<file path="src/rtl/lfa_pkg.sv">
// Shared width constants and payload types for the lf_adder32 datapath.
package lfa_pkg;

    localparam int unsigned LFA_W      = 32;
    localparam int unsigned LFA_LEVELS = 5;

    typedef logic [LFA_W-1:0] lfa_word_t;

    typedef struct packed {
        logic p;
        logic g;
    } pg_t;

endpackage : lfa_pkg

</file>
<file path="src/rtl/lf_adder32_pg_black_cell.sv">
// Prefix black cell: merges a high propagate/generate span with the adjacent low span.
module pg_black_cell (
    input  logic p_h,
    input  logic g_h,
    input  logic p_l,
    input  logic g_l,
    output logic p_o,
    output logic g_o
);

    assign g_o = g_h | (p_h & g_l);
    assign p_o = p_h & p_l;

endmodule : pg_black_cell

</file>
<file path="src/rtl/lf_adder32.sv">
// Registered 32-bit Ladner-Fischer parallel-prefix adder with carry-out.
// Define LFA_INPUT_REG_EN to add an operand register stage (latency 2 instead of 1).
module lf_adder32
    import lfa_pkg::*;
(
    input  logic        clk,
    input  logic        rst_n,
    input  logic        in_valid,
    input  logic [31:0] a,
    input  logic [31:0] b,
    output logic        out_valid,
    output logic [31:0] sum,
    output logic        cout
);

    localparam int unsigned TREE_D = LFA_LEVELS + 2;

    lfa_word_t s_a;
    lfa_word_t s_b;
    logic      s_valid;

`ifdef LFA_INPUT_REG_EN
    // Operand stage ahead of the prefix network.
    always_ff @(posedge clk or negedge rst_n) begin
        if (!rst_n) begin
            s_a     <= '0;
            s_b     <= '0;
            s_valid <= 1'b0;
        end else begin
            s_a     <= a;
            s_b     <= b;
            s_valid <= in_valid;
        end
    end
`else
    assign s_a     = a;
    assign s_b     = b;
    assign s_valid = in_valid;
`endif

    // tree[0] is bitwise p/g, tree[1..5] the odd-bit LF levels, tree[6] the even fix-up.
    pg_t tree [TREE_D][LFA_W];

    lfa_word_t sum_c;
    logic      cout_c;

    for (genvar i = 0; i < LFA_W; i++) begin : g_lvl0
        assign tree[0][i].p = s_a[i] ^ s_b[i];
        assign tree[0][i].g = s_a[i] & s_b[i];
    end

    // Level k: odd bits in the upper half of each 2^(k+1) block take the lower block's last odd prefix.
    for (genvar k = 0; k < LFA_LEVELS; k++) begin : g_lvl
        for (genvar i = 0; i < LFA_W; i++) begin : g_bit
            if ((i % 2 == 1) && (((i >> k) & 1) == 1)) begin : g_cell
                localparam int J = ((i >> k) << k) - 1;
                pg_black_cell u_cell (
                    .p_h (tree[k][i].p),
                    .g_h (tree[k][i].g),
                    .p_l (tree[k][J].p),
                    .g_l (tree[k][J].g),
                    .p_o (tree[k+1][i].p),
                    .g_o (tree[k+1][i].g)
                );
            end else begin : g_pass
                assign tree[k+1][i] = tree[k][i];
            end
        end
    end

    for (genvar i = 0; i < LFA_W; i++) begin : g_even
        if ((i % 2 == 0) && (i >= 2)) begin : g_cell
            pg_black_cell u_cell (
                .p_h (tree[0][i].p),
                .g_h (tree[0][i].g),
                .p_l (tree[LFA_LEVELS][i-1].p),
                .g_l (tree[LFA_LEVELS][i-1].g),
                .p_o (tree[LFA_LEVELS+1][i].p),
                .g_o (tree[LFA_LEVELS+1][i].g)
            );
        end else begin : g_pass
            assign tree[LFA_LEVELS+1][i] = tree[LFA_LEVELS][i];
        end
    end

    assign sum_c[0] = tree[0][0].p;
    for (genvar i = 1; i < LFA_W; i++) begin : g_sum
        assign sum_c[i] = tree[0][i].p ^ tree[LFA_LEVELS+1][i-1].g;
    end
    assign cout_c = tree[LFA_LEVELS+1][LFA_W-1].g;

    // Result register: loads only on a valid stage, otherwise holds.
    always_ff @(posedge clk or negedge rst_n) begin
        if (!rst_n) begin
            out_valid <= 1'b0;
            sum       <= '0;
            cout      <= 1'b0;
        end else begin
            out_valid <= s_valid;
            if (s_valid) begin
                sum  <= sum_c;
                cout <= cout_c;
            end
        end
    end

endmodule : lf_adder32

</file>
<file path="config.mk">
export PLATFORM = sky130hd
export DESIGN_NAME = lf_adder32
export DESIGN_NICKNAME = d
export VERILOG_FILES = /design/src/rtl/lfa_pkg.sv /design/src/rtl/lf_adder32_pg_black_cell.sv /design/src/rtl/lf_adder32.sv
export SDC_FILE = /design/constraint.sdc
export NUM_CORES = 1
export LEC_CHECK = 0
export ABC_CLOCK_PERIOD_IN_PS = 900
export CORE_UTILIZATION = 40
export DETAILED_ROUTE_END_ITERATION = 8
export PLACE_DENSITY_LB_ADDON = 0.05
export REMOVE_ABC_BUFFERS = 1
export SLEW_MARGIN = 20
export SYNTH_ARGS = -nofsm -noshare
export SYNTH_HDL_FRONTEND = slang
export SYNTH_SLANG_ARGS = --single-unit
export TNS_END_PERCENT = 1
</file>
<file path="constraint.sdc">
create_clock -name clk -period 0.9 [get_ports clk]
set_input_delay 0.27 -clock clk [delete_from_list [all_inputs] [get_ports clk]]
set_output_delay 0.27 -clock clk [all_outputs]
set_load 0.01 [all_outputs]
</file>
Word-level counts from Yosys, hierarchy flattened
Cells that the tools add are included.

cells by class
  add/subtract/negate cells = 0
  multiply operators = 0
  div/mod/pow operators = 0
  $lt $le $gt $ge = 0
  eq/ne operators = 0
  shifts and indexed selects = 0
  mux-type cells = 0
  bitwise gates (word level) = 253
  reductions and logical operators = 0

operators by type and width
  cell         number
  $and 1x1->1  127
  $or 1x1->1   63
  $xor 1x1->1  63

word-level totals
  register bits = 34
  bits in latches = 0
  bits in writable memories = 0
  ROM bits = 0
  bits of input ports = 67
  output and inout bits = 34
  logic and storage cells = 256
  memories kept = 0

Logic depth before layout (Yosys ltp)
  word-level depth = 14
  gate-level depth with buffers = 12
  gate-level depth less buffers = 12

Modules after synthesis
Synthesis repeated with hierarchy kept, for this count alone.

second synthesis, totals
  cell total of the unflattened synthesis = 294
  area, all modules = 2999.1 µm²

by module, submodules not included
  module         instances  cells each  area each (µm²)  sequential area each (µm²)
  lf_adder32     1          168         2053.2           850.8
  pg_black_cell  63         2           15.0             0.0

Worst setup path before layout
No wires, ideal clock.

  path kind = input to register
  start = input port a[0]
  end = register sum[30]
  setup time = 125 ps
  data arrival time = 2602 ps
  required time = 775 ps
  slack = -1827 ps
  stages on the path = 11
  buffers on the path = 0
  cells stage by stage = ha_1 inv_1 fa_1 nand2b_1 a21oi_1 or3b_4 a41o_4 a31oi_4 o31ai_1 fa_1 mux2_2

on the way
  cells in the longest elaborated chain, start to end = 12

ends and longest elaborated chain
  item                    line                            text
  start: declaration      lf_adder32.sv:9                 input logic [31:0] a,
  $and 1x1->1             lf_adder32.sv:49                assign tree[0][i].g = s_a[i] & s_b[i];
  $and 1x1->1             lf_adder32_pg_black_cell.sv:11  assign g_o = g_h | (p_h & g_l);
  $or 1x1->1              lf_adder32_pg_black_cell.sv:11
  $and 1x1->1             lf_adder32_pg_black_cell.sv:11
  $or 1x1->1              lf_adder32_pg_black_cell.sv:11
  $and 1x1->1             lf_adder32_pg_black_cell.sv:11
  $or 1x1->1              lf_adder32_pg_black_cell.sv:11
  $and 1x1->1             lf_adder32_pg_black_cell.sv:11
  $or 1x1->1              lf_adder32_pg_black_cell.sv:11
  $and 1x1->1             lf_adder32_pg_black_cell.sv:11
  $or 1x1->1              lf_adder32_pg_black_cell.sv:11
  $xor 1x1->1             lf_adder32.sv:88                assign sum_c[i] = tree[0][i].p ^ tree[LFA_LEVELS+1][i-1].g;
  via sum_c[30]           lf_adder32.sv:44                lfa_word_t sum_c;
  end signal: assignment  lf_adder32.sv:101               sum <= sum_c;
  end: declaration        lf_adder32.sv:12                output logic [31:0] sum,

The timed path passes the listed nets, and every way through them passes these cells.
A chain may end at the register's enable or synchronous reset.

Worst setup path in the final report
  start = input port b[1]
  end = register sum[28]

on the way
  cells in the longest elaborated chain, start to end = 12
  elaborated cells on any way between the ends = 13
  those cells by class = bitwise (13)

ends and longest elaborated chain
  item                line                            text
  start: declaration  lf_adder32.sv:10                input logic [31:0] b,
  $xor 1x1->1         lf_adder32.sv:48                assign tree[0][i].p = s_a[i] ^ s_b[i];
  $and 1x1->1         lf_adder32_pg_black_cell.sv:11
  $or 1x1->1 *        lf_adder32_pg_black_cell.sv:11
  $and 1x1->1 *       lf_adder32_pg_black_cell.sv:11
  $or 1x1->1 *        lf_adder32_pg_black_cell.sv:11
  $and 1x1->1 *       lf_adder32_pg_black_cell.sv:11
  $or 1x1->1 *        lf_adder32_pg_black_cell.sv:11
  $and 1x1->1 *       lf_adder32_pg_black_cell.sv:11
  $or 1x1->1 *        lf_adder32_pg_black_cell.sv:11
  $and 1x1->1 *       lf_adder32_pg_black_cell.sv:11
  $or 1x1->1 *        lf_adder32_pg_black_cell.sv:11
  $xor 1x1->1 *       lf_adder32.sv:88
  via sum_c[28]       lf_adder32.sv:44

The timed path passes the listed nets; every way through them passes the cells marked *.

==> impl_metrics.env <==
export IMPL_antenna_found_initial=0
export IMPL_max_stage_delay_ps=430
export IMPL_finalSetupViolCount=65
export IMPL_syn_cell_area_sq_um=2520
export IMPL_grt_pass1_vias=2397
export IMPL_grt_first_pass_wirelength_um=10800
export IMPL_grt_overflow_total=0
export IMPL_hp_class="in -> reg"
export IMPL_violations="negative setup slack"
export IMPL_dp_slack_ps=-2420
export IMPL_relSlewSlack_pct=74.2
export IMPL_grt_max_degree=35
export IMPL_status="finished, violations left"
export IMPL_slew_violations=0
export IMPL_power_density_nw_per_um2=1410
export IMPL_peakVddDrop_uv=1060
export IMPL_multi_input_area_sq_um=1930
export IMPL_routabilityCongestion=0.796
export IMPL_ys_top_cells_by_area="dfrtp_1 34%, ha_1 15%, fa_1 13%"
export IMPL_cp_cell_sequence="dlygate4sd2_1 > inv_1 > fa_2 > nand2b_4 > a21oi_2 > or3b_4 > a41o_4 > a31oi_4 > buf_6 > o21ai_4 > fa_2 > mux2_4"
export IMPL_cts_root_buf="clkbuf_8"
export IMPL_crit_type="in -> reg"
export IMPL_cellLeakagePower_nw=2.12
export IMPL_endpoint="sum[28]"
export IMPL_cpMostUsedCell="fa_2"
export IMPL_required_ps=1080
export IMPL_clock_latency_ps=290
export IMPL_cts_clk_slew_worst_paths_ps=80
export IMPL_syn_to_final_growth_pct=78.3
export IMPL_cp_top_family="adder cells"
export IMPL_reg2reg_depth=4
export IMPL_start_util_pct=42.0
export IMPL_fin_crit_ps=2480
export IMPL_coreArea_sq_um=5990
export IMPL_hold_ws_ps=317
export IMPL_dr_pass1_iters=4
export IMPL_port_buffers=100
export IMPL_r2r_start="cout"
export IMPL_drive_gt1_share_pct=46.7
export IMPL_ys_types=32
export IMPL_vias=2346
export IMPL_drt_initial_drc_count=64
export IMPL_hold_viol_final=0
export IMPL_num_fill_cells=413
export IMPL_worstPathMaxFanout=4
export IMPL_io_pins=101
export IMPL_instances_no_fill=482
export IMPL_power_mw=6.34
export IMPL_fp_dieH_um=81.4
export IMPL_synth_top_area_share_pct=33.8
export IMPL_clockBufferDepth=2
export IMPL_die_area_sq_um=6620
export IMPL_critPathBufInv=3
export IMPL_worst_slew_pin_slew_ps=377
export IMPL_yosysTopAreaCell="dfrtp_1"
export IMPL_worstPathArrival_ps=2660
export IMPL_syn_inst=235
export IMPL_nets=520
export IMPL_cts_sinks=34
export IMPL_place_inst=469
export IMPL_critical_path_cell_count=12
export IMPL_r2r_slack_ps=-150
export IMPL_endpoint_kind="register"
export IMPL_fin_skew_ps=0
export IMPL_setup_worst_path_start_class="input pin"
export IMPL_dpl_hpwl_um=5010
export IMPL_ys_seq_area_share_pct=33.8
export IMPL_syn_avg_cell_area_sq_um=10.7
export IMPL_cp_slowest_cell="fa_2"
export IMPL_wl_um=6910
export IMPL_cts_inserted_buffers=5
export IMPL_yosysWarnings=0
export IMPL_cts_max_level=2
export IMPL_rows=28
export IMPL_setup_ws_ps=-1580
export IMPL_drv_cap=0
export IMPL_wl_per_cell_um=14.3
export IMPL_grt_usage_pct=21.6
export IMPL_startpoint="b[1]"
export IMPL_cts_tree="yes"
export IMPL_fmax_mhz=403
export IMPL_ant_nets=0
export IMPL_remaining_drc_errors=0
export IMPL_fp_dieW_um=81.4
export IMPL_ys_ff_latch=34
export IMPL_post_drt_via_cell_ratio=4.87
export IMPL_finalCritPeriodShare_pct=276
export IMPL_seq_area_sq_um=851
export IMPL_min_from="a[0]"
export IMPL_rsz0062_at_grt="yes"
export IMPL_final_util_pct=75.0
export IMPL_n_antenna_cell=0
export IMPL_r2r_end="cout"
==> through the flow <==
step,cell area [sq um],setup TNS [ps]
finish,4490,-45060
global route,4490,-48310
CTS,4280,-45590
detailed placement,4120,-71900
global placement,4120,-71530
floorplan,2500,-44330
==> routing by layer <==
layer	GRT usage, %	up-vias	routed length (um)
met5	0	-	0
met4	6.25	0	108
met3	5.73	12	354
met2	36.1	64	3490
met1	27.3	1108	2950
li1	-	1162	-
==> tightest hold or removal path: stages <==
cell and delay, ps:
buf_6 70, ha_4 110, mux2_2 130
==> flip-flops by register name (all words and copies together) (netlist names) <==
signal and cells:
cout 1, out_valid 1, sum 32
==> worst min path at each step <==
stage	slack (ps)	to	cells past startpoint
final	320	sum[0]	3
after global routing	310	sum[0]	3
after CTS	300	sum[0]	3
after detailed placement	240	sum[6]	2
after global placement	250	sum[6]	2
after floorplan	-30	cout	0
==> cells in the mapped netlist, drive strengths merged <==
cell	n
a21oi	25
a21o	5
or3	2
nand4	3
nor4	2
dfrtp	34
nand3b	1
ha	31
o31ai	2
inv	13
nor3	2
fa	16
nand2b	3
a41o	1
a211oi	1
a2111oi	1
clkbuf	5
xnor2	15
o21ai	11
nand2	16
or3b	1
nor2	23
mux2	16
o211ai	3
o22ai	1
a31oi	2
==> power by group <==
part / internal [mW] / switching, mW / leakage [nW] / total [mW]
Sequential: 1.86 / 0.191 / 0.391 / 2.05
Combinational: 1.65 / 1.21 / 1.68 / 2.86
Clock: 0.827 / 0.600 / 0.0514 / 1.43
Total: 4.34 / 2.01 / 2.12 / 6.34
==> cell type report <==
cell class | instances | share of cell area, %
clock buffers | 6 | 1.62
multi-input cells | 183 | 43.0
clock inverters | 2 | 0.836
well taps | 75 | 2.09
inverters | 13 | 1.09
flip-flops and latches | 34 | 18.9
repair buffers | 169 | 32.4
==> cell families (layout without fill, tap and decap cells) <==
family,Yosys count,after routing,synth area share [%]
DFF,34,34,33.8
adders and majority gates,47,47,28.1
buffers and inverters,18,190,2.68
AOI/OAI and AO/OA,52,52,13.6
and+or+nand+nor,53,53,9.44
muxes,16,16,7.15
xor gates and xnor gates,15,15,5.22
==> cell usage in the layout (no fill, tap or decap), drive strengths merged, types with 2 or more instances in the layout <==
cell type      Yosys  layout
buf                0     109
clkdlybuf4s50      0      36
dfrtp             34      34
ha                31      31
a21oi             25      25
nor2              23      23
nand2             16      16
fa                16      16
mux2              16      16
xnor2             15      15
inv               13      13
dlymetal6s2s       0      12
o21ai             11      11
dlygate4sd2        0       9
clkbuf             5       6
a21o               5       5
nand4              3       3
o211ai             3       3
nand2b             3       3
nor3               2       2
or3                2       2
o31ai              2       2
clkdlybuf4s15      0       2
a31oi              2       2
nor4               2       2
==> what timing repair did <==
item,4_1_cts,5_1_grt
gates resized for setup,219,39
cloned,0,0
buffers inserted,3,1
endpoints found under the hold margin,34,0
hold buffers,1,0
pin swaps,43,21
endpoints found under the setup margin,67,65
No activity file was read; power rests on OpenSTA's default activity.
